### config.mk
export PLATFORM = sky130hd
export DESIGN_NAME = y86_iram_loader
export DESIGN_NICKNAME = d
export VERILOG_FILES = /design/src/rtl/y86_loader_pkg.sv /design/src/rtl/y86_loader_hdr_shift.sv /design/src/rtl/y86_iram_loader.sv
export SDC_FILE = /design/constraint.sdc
export NUM_CORES = 1
export LEC_CHECK = 0
export CORE_MARGIN = 2
export CORE_UTILIZATION = 35
export CTS_CLUSTER_DIAMETER = 80
export DETAILED_ROUTE_END_ITERATION = 10
export MAX_ROUTING_LAYER = met4
export SLEW_MARGIN = 20
export SYNTH_ARGS = -nofsm -noshare
export SYNTH_HDL_FRONTEND = slang
export SYNTH_SLANG_ARGS = --single-unit
### constraint.sdc
create_clock -name clk -period 3.6 [get_ports clk]
set_input_delay 0.72 -clock clk [delete_from_list [all_inputs] [get_ports clk]]
set_output_delay 0.72 -clock clk [all_outputs]
set_load 0.02 [all_outputs]
### src/rtl/y86_loader_pkg.sv
`default_nettype none
// ============================================================================
// Module      : y86_loader_pkg
// Description : Shared types and constants for the y86 IRAM image loader.
// Revision    : 1.0 - initial release
// ============================================================================
package y86_loader_pkg;

    // Loader frame-parsing states
    typedef enum logic [2:0] {
        ST_IDLE    = 3'd0,
        ST_ADDR    = 3'd1,
        ST_LEN     = 3'd2,
        ST_PAYLOAD = 3'd3,
        ST_CSUM    = 3'd4,
        ST_DONE    = 3'd5,
        ST_ERROR   = 3'd6
    } loader_state_t;

    // Default frame start marker
    localparam logic [7:0] C_SYNC_BYTE = 8'h86;

    // Each header field (base address, length) is this many bytes, little-endian
    localparam int C_HDR_BYTES = 4;
    localparam int C_HDR_W     = C_HDR_BYTES * 8;

endpackage
`default_nettype wire

### src/rtl/y86_loader_hdr_shift.sv
`default_nettype none
// ============================================================================
// Module      : y86_loader_hdr_shift
// Description : Little-endian header field assembler. Each shifted byte enters
//               at the top, so after C_HDR_BYTES shifts the first byte sits in
//               bits [7:0]. o_word already includes the byte being shifted, so
//               the parent can act on the complete field in the same cycle
//               its last byte is accepted.
// Revision    : 1.0 - initial release
// ============================================================================
module y86_loader_hdr_shift (
    input  logic                               clk,
    input  logic                               reset,
    input  logic                               i_shift_en,
    input  logic [7:0]                         i_byte,
    output logic [y86_loader_pkg::C_HDR_W-1:0] o_word
);
    import y86_loader_pkg::*;

    logic [C_HDR_W-1:0] r_field;

    assign o_word = {i_byte, r_field[C_HDR_W-1:8]};

    // Shift register holding the bytes received so far for the current field
    always_ff @(posedge clk) begin
        if (!reset) begin
            r_field <= '0;
        end else if (i_shift_en) begin
            r_field <= o_word;
        end
    end

endmodule
`default_nettype wire

### src/rtl/y86_iram_loader.sv
`default_nettype none
// ============================================================================
// Module      : y86_iram_loader
// Description : Parses a framed byte stream (sync, base, length, payload,
//               optional checksum) and writes the payload into the y86
//               instruction RAM, holding the CPU in reset until a complete,
//               valid image has landed.
//               Optional feature macro: Y86_LOADER_CHECKSUM_EN
// Revision    : 1.0 - initial release
// ============================================================================
module y86_iram_loader #(
    parameter int         ADDR_W    = 32,
    parameter int         MEM_BYTES = 4096,
    parameter logic [7:0] SYNC_BYTE = y86_loader_pkg::C_SYNC_BYTE
) (
    input  logic              clk,
    input  logic              reset,
    input  logic [7:0]        in_data,
    input  logic              in_valid,
    output logic              in_ready,
    input  logic              rearm,
    output logic              wr_en,
    output logic [ADDR_W-1:0] wr_addr,
    output logic [7:0]        wr_data,
    output logic              cpu_hold,
    output logic              done,
    output logic              error,
    output logic [ADDR_W-1:0] bytes_written
);
    import y86_loader_pkg::*;

    localparam logic [ADDR_W:0] C_MEM_LIMIT = (ADDR_W+1)'(MEM_BYTES);
    localparam int              C_CNT_W     = $clog2(C_HDR_BYTES);

`ifdef Y86_LOADER_CHECKSUM_EN
    localparam loader_state_t C_AFTER_PAYLOAD = ST_CSUM;
`else
    localparam loader_state_t C_AFTER_PAYLOAD = ST_DONE;
`endif

    loader_state_t       r_state;
    loader_state_t       w_state_next;

    logic                w_accept;
    logic                w_is_sync;
    logic [C_CNT_W-1:0]  r_hdr_cnt;
    logic                w_hdr_last;
    logic                w_hdr_shift_en;
    logic [C_HDR_W-1:0]  w_hdr_word;
    logic [ADDR_W-1:0]   w_field;

    logic [ADDR_W-1:0]   r_base;
    logic [ADDR_W-1:0]   r_len;
    logic [ADDR_W-1:0]   r_idx;
    logic [ADDR_W:0]     w_end_sum;
    logic                w_len_bad;
    logic                w_pay_last;

    logic                r_pend_valid;
    logic [ADDR_W-1:0]   r_pend_addr;
    logic [7:0]          r_pend_data;
    logic                r_wr_en;
    logic [ADDR_W-1:0]   r_wr_addr;
    logic [7:0]          r_wr_data;
    logic [ADDR_W-1:0]   r_bytes_written;
    logic                r_done;
    logic                w_rearm_take;

`ifdef Y86_LOADER_CHECKSUM_EN
    logic [7:0]          r_csum;
    logic [7:0]          w_csum_total;
    assign w_csum_total = r_csum + in_data;
`endif

    assign in_ready   = (r_state == ST_IDLE) || (r_state == ST_ADDR) || (r_state == ST_LEN)
                     || (r_state == ST_PAYLOAD) || (r_state == ST_CSUM);
    assign w_accept   = in_valid && in_ready;
    assign w_is_sync  = (r_state == ST_IDLE) && w_accept && (in_data == SYNC_BYTE);
    assign w_hdr_last = (r_hdr_cnt == C_CNT_W'(C_HDR_BYTES - 1));
    assign w_hdr_shift_en = w_accept && ((r_state == ST_ADDR) || (r_state == ST_LEN));
    assign w_field    = ADDR_W'(w_hdr_word);

    // Range check runs one bit wider so base+len cannot wrap past zero
    assign w_end_sum  = {1'b0, r_base} + {1'b0, w_field};
    assign w_len_bad  = ({1'b0, w_field} > C_MEM_LIMIT) || (w_end_sum > C_MEM_LIMIT);
    assign w_pay_last = (r_idx == (r_len - ADDR_W'(1)));

    assign w_rearm_take = rearm && ((r_state == ST_DONE) || (r_state == ST_ERROR));

    assign wr_en         = r_wr_en;
    assign wr_addr       = r_wr_addr;
    assign wr_data       = r_wr_data;
    assign bytes_written = r_bytes_written;
    assign done          = r_done;
    assign cpu_hold      = ~r_done;
    assign error         = (r_state == ST_ERROR);

    y86_loader_hdr_shift u_hdr_shift (
        .clk        (clk),
        .reset      (reset),
        .i_shift_en (w_hdr_shift_en),
        .i_byte     (in_data),
        .o_word     (w_hdr_word)
    );

    // State register
    always_ff @(posedge clk) begin
        if (!reset) begin
            r_state <= ST_IDLE;
        end else begin
            r_state <= w_state_next;
        end
    end

    // Next-state decode; every transition is qualified by an accepted byte or rearm
    always_comb begin
        w_state_next = r_state;
        case (r_state)
            ST_IDLE: begin
                if (w_is_sync) begin
                    w_state_next = ST_ADDR;
                end
            end
            ST_ADDR: begin
                if (w_accept && w_hdr_last) begin
                    w_state_next = ST_LEN;
                end
            end
            ST_LEN: begin
                if (w_accept && w_hdr_last) begin
                    if (w_len_bad) begin
                        w_state_next = ST_ERROR;
                    end else if (w_field == '0) begin
                        w_state_next = C_AFTER_PAYLOAD;
                    end else begin
                        w_state_next = ST_PAYLOAD;
                    end
                end
            end
            ST_PAYLOAD: begin
                if (w_accept && w_pay_last) begin
                    w_state_next = C_AFTER_PAYLOAD;
                end
            end
            ST_CSUM: begin
`ifdef Y86_LOADER_CHECKSUM_EN
                if (w_accept) begin
                    w_state_next = (w_csum_total == 8'h00) ? ST_DONE : ST_ERROR;
                end
`else
                w_state_next = ST_IDLE;
`endif
            end
            ST_DONE, ST_ERROR: begin
                if (rearm) begin
                    w_state_next = ST_IDLE;
                end
            end
            default: begin
                w_state_next = ST_IDLE;
            end
        endcase
    end

    // Header byte counter and latched base/length fields
    always_ff @(posedge clk) begin
        if (!reset) begin
            r_hdr_cnt <= '0;
            r_base    <= '0;
            r_len     <= '0;
        end else if (w_is_sync) begin
            r_hdr_cnt <= '0;
        end else if (w_hdr_shift_en) begin
            r_hdr_cnt <= r_hdr_cnt + C_CNT_W'(1);
            if (w_hdr_last && (r_state == ST_ADDR)) begin
                r_base <= w_field;
            end
            if (w_hdr_last && (r_state == ST_LEN)) begin
                r_len <= w_field;
            end
        end
    end

    // Payload index and first write stage (captures the accepted byte)
    always_ff @(posedge clk) begin
        if (!reset) begin
            r_idx        <= '0;
            r_pend_valid <= 1'b0;
            r_pend_addr  <= '0;
            r_pend_data  <= '0;
        end else begin
            r_pend_valid <= 1'b0;
            if (w_is_sync) begin
                r_idx <= '0;
            end else if (w_accept && (r_state == ST_PAYLOAD)) begin
                r_idx        <= r_idx + ADDR_W'(1);
                r_pend_valid <= 1'b1;
                r_pend_addr  <= r_base + r_idx;
                r_pend_data  <= in_data;
            end
        end
    end

    // Second write stage drives the IRAM port; written-byte count tracks each strobe
    always_ff @(posedge clk) begin
        if (!reset) begin
            r_wr_en         <= 1'b0;
            r_wr_addr       <= '0;
            r_wr_data       <= '0;
            r_bytes_written <= '0;
        end else begin
            r_wr_en <= r_pend_valid;
            if (r_pend_valid) begin
                r_wr_addr <= r_pend_addr;
                r_wr_data <= r_pend_data;
            end
            if (w_rearm_take || w_is_sync) begin
                r_bytes_written <= '0;
            end else if (r_pend_valid) begin
                r_bytes_written <= r_bytes_written + ADDR_W'(1);
            end
        end
    end

    // done rises only once the final payload write has left the pipeline
    always_ff @(posedge clk) begin
        if (!reset) begin
            r_done <= 1'b0;
        end else begin
            r_done <= (r_state == ST_DONE) && (w_state_next == ST_DONE) && !r_pend_valid;
        end
    end

`ifdef Y86_LOADER_CHECKSUM_EN
    // Running mod-256 payload sum for the trailing checksum byte
    always_ff @(posedge clk) begin
        if (!reset) begin
            r_csum <= '0;
        end else if (w_is_sync) begin
            r_csum <= '0;
        end else if (w_accept && (r_state == ST_PAYLOAD)) begin
            r_csum <= w_csum_total;
        end
    end
`endif

endmodule
`default_nettype wire

==> results.ini, run 1 <==
[run]
drv_cap=0

[global_routing]
antenna_found_initial=0
gr-usage-met1_pct=28.6
use_met2_pct=34.3
use_met3_pct=2.76
grt_first_pass_wirelength_mm=69.2
grt_usage_pct=21.7
busiest_layer=met2
grt_max_degree=78
grt_pass1_vias=12400
grt.overflow.total=0

[route]
antenna_left=0
drt_iter0_drc=904
avgViaCountPerCell=5.36
route.detailed.drc=0
wire_per_inst_um=17.8
dr.pass1.iters=7
routed_wl_mm=44.1
dr_total_vias=13300

[cells_and_area]
final_common_cell=nand2_1
drive_above_1_share_pct=12.7
mostFrequentLayoutCells=nand2_1, dfxtp_1, a21oi_1, nor2_1, buf_4
final_nets=2025
finalInstanceArea_um2=17300
area_growth_pct=25.6
diodes=0

[setup_path]
crit_cells=14
cp_data_required_time_ps=4080
cpMaxStageDelayCell=or4_1
critPathTopFamily=compound AO/OA/AOI/OAI gates
cp_num_buf_inv=2
worstPathMaxFanout=4
cp-start-kind=flop
cp.arrival_ps=3900
critPathKind=reg -> reg
reg2reg_slack_ps=180
r2r-end=r_state[0]
rr_worst_depth=14
r2r-start=r_base[0]
slowest_delay_ps=550
cp_cell_sequence=ha_1, fa_2, a21oi_4, o21ai_2, a211oi_2, buf_4, nor2_1, a31o_2, a21oi_1, xnor2_1, or4_1, nor4b_1, buf_4, a31o_2
end_kind=flop

[logic_synthesis]
ys_seq_area_share_pct=34.9
synth-simple-area-share_pct=25.3
synth_compound_area_share_pct=18.1
synth_area_um2=13800
synthFlopType=dfxtp_1
yosysWarnings=0
ys_seq_elements=240
synthXorXnorAreaFrac_pct=8.47
synth_top_family_by_area=simple AND/OR/NAND/NOR gates
ys_async_sr_fraction_pct=0
synth_nets=1834
syn_area_per_cell_um2=7.84
yosysUniqueCellTypes=70
synth.mux.area_fraction_pct=3.28
synthCells=1753
synth_top_area_cell=dfxtp_1
synth-edff-count=0
synthTopCellsByArea=dfxtp_1, nand2_1, a21oi_1
synth_adder_area_share_pct=6.39
synth_top_area_share_pct=34.9

[pwr]
p_per_area_nw_per_um2=325
ir_drop_mv=0.320
p_leak_uw=0.00686
fin_total_pwr_uw=5600

[cts]
h-tree-depth=1
cts_root_buf=clkbuf_16
clock_sinks=240
cts_buffers=26
clockBufferDepth=3
cts_setup_buffers=0
cts_tree=built
clk-insertion-delay-late_ps=550
cts_hold_buf=0
clk_pin_slew_ps=60

[sta]
drv_slew=0
post-route-period-util_pct=94.9
worstMarginPinSlew_ps=846
fmax_ghz=0.293
maxSlewHeadroom_pct=43.4
tns_ps=0
hold_violations=0
setup_viol_count_final=0
fin_ws_ps=184
fin_crit_ps=3420
clock_skew_ps=14.0

[hold_path]
holdCritStartpoint=r_pend_addr[2]
min_to=r_pend_addr[2]
hold_path_class=reg -> reg
min_path_cells=2

[floorplanning]
core_area_um2=38700
initial_core_util_pct=35.5
die_area_um2=40900
ioPinCount=89
die_x_um=202
dieHeight_um=202
rows=72

[placement]
place_ws_ps=-293
gp_congestion=0.941
hpwl_mm=34.2
dpl_cell_area_um2=16200
numPortBuffers=88

[status]
status=finished, final reports clean

## routing by layer
metal	routed length, um	up-vias
met5	0	-
met4	1630	0
met3	2480	74
met2	19900	382
met1	20200	6266
li1	-	6571
## layout make-up
cell class	instances	area [um2]
sequential	240	4810
fill	3827	21500
clock inverter	14	161
tap	518	648
inverter	30	115
timing repair buffer	256	2190
clock buffer	34	742
multi-input combinational	1390	8600
## worst reg2reg max path: cells and delay by family, from the launching register on
kind | cells | cell delay [ps]
compound gates | 6 | 1140
xor+xnor | 1 | 90
fa+ha+maj | 2 | 610
buf+inv | 2 | 310
flops | 1 | 320
simple gates | 3 | 910
## where the power goes
part / switching (uW) / internal, uW / total (uW)
logic: 89.1 / 48.9 / 138
clock network: 1140 / 1670 / 2810
registers: 0.0775 / 2660 / 2660
## per-stage QoR
stage          hold WS, ps  cells  util, %
6_report               452   2482     44.6
5_1_grt                470   2482     44.6
4_1_cts                454   2482     44.3
3_5_place_dp           448   2434     41.9
3_3_place_gp           445   2434     41.9
2_1_floorplan          432   1753        -
## sequential cells by signal, summed over array words and instances (netlist names)
register,count
r_pend_data,8
r_hdr_cnt,2
r_base,32
r_idx,32
wr_addr,32
r_state,3
bytes_written,32
wr_data,8
r_len,32
wr_en,1
u_hdr_shift.r_field,24
r_pend_valid,1
r_pend_addr,32
done,1
## cell families (layout without fill, tap and decap cells)
logic type,Yosys count,in the layout
flip-flops,240,240
buffers and inverters,123,334
XOR/XNOR,133,133
adder cells (fa/ha/maj),69,69
AO/OA/AOI/OAI,402,402
AND/OR/NAND/NOR,741,741
multiplexers,45,45
## synth_stat cells (all sizes together), types with 4 or more instances
cell       n
o21bai     8
or4        8
o2111ai    6
dfxtp    240
nor2b     11
a311o      4
or3       16
clkbuf    85
ha        67
a21oi    195
nor4      18
nand4b     7
o31ai     10
a211oi    13
and4       9
and2      16
o21a       6
xnor2     67
buf        8
inv       30
nor2     170
nor3      25
and3      26
nand4     36
a21o      42
nor4b      6
nor3b      8
o21ai     48
xor2      66
a31oi      8
nand3     47
mux2i     45
a2111oi    5
nand2    308
o211ai    12
o22ai      5
nand2b    15
a211o      4
## worst max path at each step
stage,end,start,slack (ps)
4_1_cts,r_state[0],r_base[0],7
2_1_floorplan,r_state[0],u_hdr_shift.r_field[8],280
6_report,r_state[0],r_base[0],180
3_5_place_dp,r_state[0],in_data[2],-290
5_1_grt,r_state[0],r_base[0],-20
3_3_place_gp,r_state[0],in_data[2],-350
## timing repair
action                     CTS  global route
pin swaps                    0             4
setup endpoints to repair    3             6
gates resized for setup      4            23
Power figures use the tool's default switching activity.
==> run 2, diff against run 1 <==
--- a/config.mk
+++ b/config.mk
@@ -5,7 +5,6 @@
 export SDC_FILE = /design/constraint.sdc
 export NUM_CORES = 1
 export LEC_CHECK = 0
-export CORE_MARGIN = 2
 export CORE_UTILIZATION = 35
 export CTS_CLUSTER_DIAMETER = 80
 export DETAILED_ROUTE_END_ITERATION = 10
==> run 2 against run 1 <==
Fmax down 1.2%. Global-route usage up 0.27 points. First-iteration DRC count down 5.0%. Clock skew down 3.7 ps. Non-clock buffer count up 5. Core utilization down 0.058 points. Register-to-register slack worse by 40 ps. Die area down 2.0%. Worst setup slack worse by 40 ps. Cell area down 0.13%. Via count up 0.42%. Critical endpoint is now r_state[1]. Largest power group is now sequential cells.
==> results.ini, run 2 (same netlist as run 1, synthesis figures left out) <==
[status]
status=finished, final reports clean

[floorplanning]
ioPinCount=89  ; unchanged
core_area_um2=38700  ; unchanged
die_area_um2=40100  ; -2.0%
initial_core_util_pct=35.5  ; unchanged
dieHeight_um=200  ; -0.99%
die_x_um=200  ; -0.99%
rows=72  ; unchanged

[global_routing]
grt_first_pass_wirelength_mm=68.9  ; -0.43%
grt_usage_pct=22.0  ; +0.27 points
grt.overflow.total=0  ; unchanged
antenna_found_initial=0  ; unchanged
grt_max_degree=68  ; -13%
grt_pass1_vias=12400  ; -0.55%

[cells_and_area]
area_growth_pct=25.4
drive_above_1_share_pct=12.7  ; -0.019 points
final_nets=2031  ; +0.30%
finalNonFillerCells=2485  ; +0.12%
mostFrequentLayoutCells=nand2_1, dfxtp_1, a21oi_1, nor2_1, buf_4
diodes=0  ; unchanged
final_common_cell=nand2_1

[cts]
h-tree-depth=1  ; unchanged
clk_pin_slew_ps=70  ; about the same
clk-insertion-delay-late_ps=540  ; about the same
cts_setup_buffers=0  ; unchanged
cts_tree=built
cts_root_buf=clkbuf_16
cts_hold_buf=0  ; unchanged
clockBufferDepth=3  ; unchanged
clock_sinks=240  ; unchanged
cts_buffers=27  ; +3.8%

[pwr]
ir_drop_mv=0.329  ; +2.8%
p_leak_uw=0.00688  ; +0.29%
p_per_area_nw_per_um2=316  ; -2.6%
fin_total_pwr_uw=5450  ; -2.7%

[setup_path]
cp-start-kind=flop
worstPathMaxFanout=5  ; +1
end_kind=flop
cp.arrival_ps=3880  ; -20 ps
cp_data_required_time_ps=4020  ; -60 ps
critPathKind=reg -> reg

[sta]
hold_violations=0  ; unchanged
post-route-period-util_pct=96.0  ; +1.1 points
drv_slew=0  ; unchanged
fin_crit_ps=3460  ; +39.9 ps
setup_viol_count_final=0  ; unchanged
clock_skew_ps=10.3  ; -3.67 ps
fin_ws_ps=144  ; -39.9 ps
worstMarginPinSlew_ps=782  ; -64.0 ps
fmax_ghz=0.289  ; -1.2%
maxSlewHeadroom_pct=47.9  ; +4.4 points

[route]
drt_iter0_drc=859  ; -5.0%
dr_total_vias=13300  ; +0.42%
dr.pass1.iters=5  ; -2
antenna_left=0  ; unchanged
avgViaCountPerCell=5.37  ; +0.30%
routed_wl_mm=44.0  ; -0.42%
wire_per_inst_um=17.7  ; -0.54%
route.detailed.drc=0  ; unchanged

[placement]
gp_congestion=0.949  ; +0.90%
place_ws_ps=-355  ; -62.0 ps
post-place-cells=2439  ; +0.21%
numPortBuffers=88  ; unchanged
hpwl_mm=34.2  ; -0.19%

[run]
drv_cap=0  ; unchanged

[hold_path]
hold_path_class=reg -> reg

==> run 2: changes by cell type in the layout (fill, tap and decap cells not counted), moves of 2 or more <==
cell        before  now
buf_4          164  168
clkbuf_8         4    6
bufinv_16        3    1
nor3_1          19   21
clkinvlp_4       5    2
nor3_2           6    4
==> run 2: worst paths after layout <==
| check | end | slack [ps] | from | cells after the start |
|---|---|---|---|---|
| max | r_state[1] | 140 | r_len[0] | 13 |
| min | r_pend_addr[3] | 450 | r_pend_addr[3] | 2 |
| max reg2reg | r_state[1] | 140 | r_len[0] | 13 |
| min reg2reg | r_pend_addr[3] | 450 | r_pend_addr[3] | 2 |
==> run 2: timing repair <==
action | CTS | global route
resized for setup | 7 | 18
pin swaps | 0 | 4
endpoints found under the setup margin | 3 | 7
cloned | 0 | 0
==> run 2: cell type report <==
cell class | count | area (um2)
flip-flops and latches | 240 | 4810
fillers | 3901 | 21500
multi-input cells | 1390 | 8590
inverters | 30 | 115
clock buffers | 37 | 773
clock inverters | 9 | 75.1
well taps | 518 | 648
repair buffers | 261 | 2240
==> run 2: stage by stage <==
step / instance area, um2 / utilization, % / hold WS [ps] / setup TNS, ps
after floorplan: 13800 / - / 432 / 0
after global placement: 16300 / 42.1 / 444 / -755
after detailed placement: 16300 / 42.1 / 446 / -911
after CTS: 17200 / 44.3 / 454 / 0
after global routing: 17200 / 44.5 / 480 / -13.8
final: 17200 / 44.5 / 450 / 0
==> run 2: where the power goes <==
| group | internal, uW | switching (uW) | total [uW] |
|---|---|---|---|
| logic | 50.6 | 89.9 | 140 |
| registers | 2660 | 0.0691 | 2660 |
| clock network | 1560 | 1100 | 2660 |
| total | 4270 | 1190 | 5450 |
==> run 2: per-layer routing <==
metal  GRT usage (%)  part of all wire [%]  vias up
met1            29.0                    46     6352
met5               -                     0        -
met3            2.62                   4.9       66
li1                -                     -     6583
met2            34.2                    45      348
met4            8.32                   3.7        0
==> run 2: worst max-delay path: stages, from the launching register on <==
cell     delay (ps)
dfxtp_1         310
inv_1            50
ha_1            180
or4b_2          670
buf_4           200
nor3_2          250
nand2_1         120
a311o_1         350
a22o_1          230
nor4_4          300
buf_4           160
o21ai_1         120
nor4_1          290
a21oi_1         100
==> run 3, diff against run 2 <==
--- a/config.mk
+++ b/config.mk
@@ -5,6 +5,7 @@
 export SDC_FILE = /design/constraint.sdc
 export NUM_CORES = 1
 export LEC_CHECK = 0
+export CORE_MARGIN = 1.5
 export CORE_UTILIZATION = 35
 export CTS_CLUSTER_DIAMETER = 80
 export DETAILED_ROUTE_END_ITERATION = 10
==> run 3 against run 2 <==
Cell area rose by 0.45%. Sequential cell count did not move. Sequential power barely moved. Clock power rose by 8.3%. Worst hold slack got worse by 2.1 ps. Sequential share of layout area fell by 0.11 points. Clock skew rose by 5.9 ps. Non-clock buffer count fell by 7. Die area rose by 1.0%.
==> results.ini, run 3 (same netlist as run 1, synthesis figures left out) <==
[setup_path]
r2r-start=r_len[11]
cp_cell_sequence=or4_1, or3_4, buf_4, nor4_1, xnor2_1, a211oi_2, nand4_1, nor4_4, buf_4, o21ai_1, nor4_1, a21oi_1
rr_worst_depth=12  ; -1
cp.arrival_ps=3910  ; +30 ps
cp-start-kind=flop
cp_num_buf_inv=2  ; -1
cpMaxStageDelayCell=or4_1
r2r-end=r_state[1]
worstPathMaxFanout=6  ; +1
slowest_delay_ps=520  ; -150 ps
cp_data_required_time_ps=4030  ; about the same
critPathKind=reg -> reg
critPathTopFamily=simple AND/OR/NAND/NOR gates
end_kind=flop
reg2reg_slack_ps=120  ; -20 ps

[route]
dr_total_vias=13300  ; -0.58%
wire_per_inst_um=17.7  ; -0.11%
drt_iter0_drc=843  ; -1.9%
dr.pass1.iters=5  ; unchanged
antenna_left=0  ; unchanged
avgViaCountPerCell=5.35  ; -0.34%
route.detailed.drc=0  ; unchanged
routed_wl_mm=43.8  ; -0.35%

[placement]
gp_congestion=1.03  ; +8.8%
numPortBuffers=88  ; unchanged
hpwl_mm=34.0  ; -0.64%
post-place-cells=2427  ; -0.49%
place_ws_ps=-291  ; +63.3 ps

[sta]
worst_hold_slack_ps=448  ; -2.15 ps
clock_skew_ps=16.2  ; +5.92 ps
drv_slew=0  ; unchanged
hold_violations=0  ; unchanged
setup_viol_count_final=0  ; unchanged
fin_ws_ps=120  ; -24.4 ps
fin_crit_ps=3480  ; +24.4 ps
maxSlewHeadroom_pct=45.9  ; -2.0 points
post-route-period-util_pct=96.7  ; +0.68 points
worstMarginPinSlew_ps=812  ; +30.0 ps
fmax_ghz=0.287  ; -0.70%

[floorplanning]
initial_core_util_pct=35.5  ; unchanged
core_area_um2=38700  ; unchanged
dieHeight_um=201  ; +0.50%
die_area_um2=40500  ; +1.0%
rows=72  ; unchanged
die_x_um=201  ; +0.50%
ioPinCount=89  ; unchanged

[pwr]
fin_total_pwr_uw=5670  ; +3.9%
ir_drop_mv=0.294  ; -11%
p_leak_uw=0.00686  ; -0.29%
p_per_area_nw_per_um2=327  ; +3.5%

[cts]
cts_tree=built
cts_hold_buf=0  ; unchanged
clk_pin_slew_ps=60  ; about the same
cts_buffers=26  ; -3.7%
clock_sinks=240  ; unchanged
clk-insertion-delay-late_ps=550  ; about the same
h-tree-depth=1  ; unchanged
clockBufferDepth=3  ; unchanged
cts_root_buf=clkbuf_16

[hold_path]
hold_path_class=reg -> reg
holdCritStartpoint=r_pend_addr[15]
min_path_cells=2  ; unchanged
min_to=r_pend_addr[15]

[status]
status=finished, final reports clean

[cells_and_area]
drive_above_1_share_pct=13.2  ; +0.50 points
ff_latch_area_um2=4810  ; about the same
final_common_cell=nand2_1
diodes=0  ; unchanged
multi_input_comb_area_um2=8660  ; +0.90%
area_growth_pct=26.0
finalNonFillerCells=2479  ; -0.24%
utilization_pct=44.7  ; +0.20 points
mostFrequentLayoutCells=nand2_1, dfxtp_1, a21oi_1, nor2_1, buf_4
fillers=3917  ; +0.41%
final_nets=2023  ; -0.39%

[global_routing]
grt.overflow.total=0  ; unchanged
grt_pass1_vias=12500  ; +0.86%
grt_max_degree=92  ; +35%
antenna_found_initial=0  ; unchanged
grt_usage_pct=21.8  ; -0.16 points
grt_first_pass_wirelength_mm=69.3  ; +0.58%

[run]
drv_cap=0  ; unchanged

run 3: changes by cell type in the layout (fill, tap and decap cells not counted), moves of 3 or more:
cell,previous run,this run
bufinv_16,1,4
or3_4,0,3
buf_4,168,163
or3_1,16,13
or4_4,0,3
or4_1,8,5
run 3: per-layer routing:
metal  vias to the layer above  global-route usage (%)  share of wire [%]
met5                         -                       -                  0
met2                       335                    34.9                 46
met3                        72                    1.99                4.2
met1                      6288                    28.8                 47
li1                       6576                       -                  -
met4                         0                    7.68                3.4
run 3: how the worst max path moves through the flow:
stage                           startpoint  depth (start not counted)          to
floorplan           u_hdr_shift.r_field[8]                         12  r_state[0]
CTS                               r_len[0]                         13  r_state[1]
global placement                in_data[2]                         12  r_state[0]
detailed placement              in_data[2]                         14  r_state[0]
finish                           r_len[11]                         12  r_state[1]
global route                     r_base[0]                         15  r_state[0]
run 3: power breakdown:
group | leakage (uW) | total, uW | switching [uW] | internal [uW]
Combinational | 0.00447 | 135 | 88.3 | 46.7
Clock | 0.000449 | 2880 | 1120 | 1750
Sequential | 0.00193 | 2660 | 0.0962 | 2660
Total | 0.00686 | 5670 | 1210 | 4450
run 3: what timing repair did:
item	CTS	global route
cloned	0	0
setup buffers	0	5
endpoints found under the setup margin	3	6
pin swaps	1	14
gates resized for setup	7	35
run 3: stage by stage:
stage | TNS [ps] | instance area (um2)
final | 0 | 17300
after global routing | -0.0115 | 17300
after CTS | 0 | 17100
after detailed placement | -756 | 16200
after global placement | -787 | 16200
after floorplan | 0 | 13800
run 3: worst register-to-register path, cell delays in order, from the launching register on:
cell and delay (ps):
dfxtp_1 350, or4_1 520, or3_4 410, buf_4 180, nor4_1 340, xnor2_1 140
a211oi_2 210, nand4_1 200, nor4_4 360, buf_4 170, o21ai_1 120, nor4_1 250
a21oi_1 110
run 3: final cells by class:
class	instances	area share, %
multi-input combinational	1390	50.0
timing repair buffer	254	12.5
tap	518	3.74
clock inverter	12	0.968
sequential	240	27.8
clock buffer	35	4.36
inverter	30	0.664
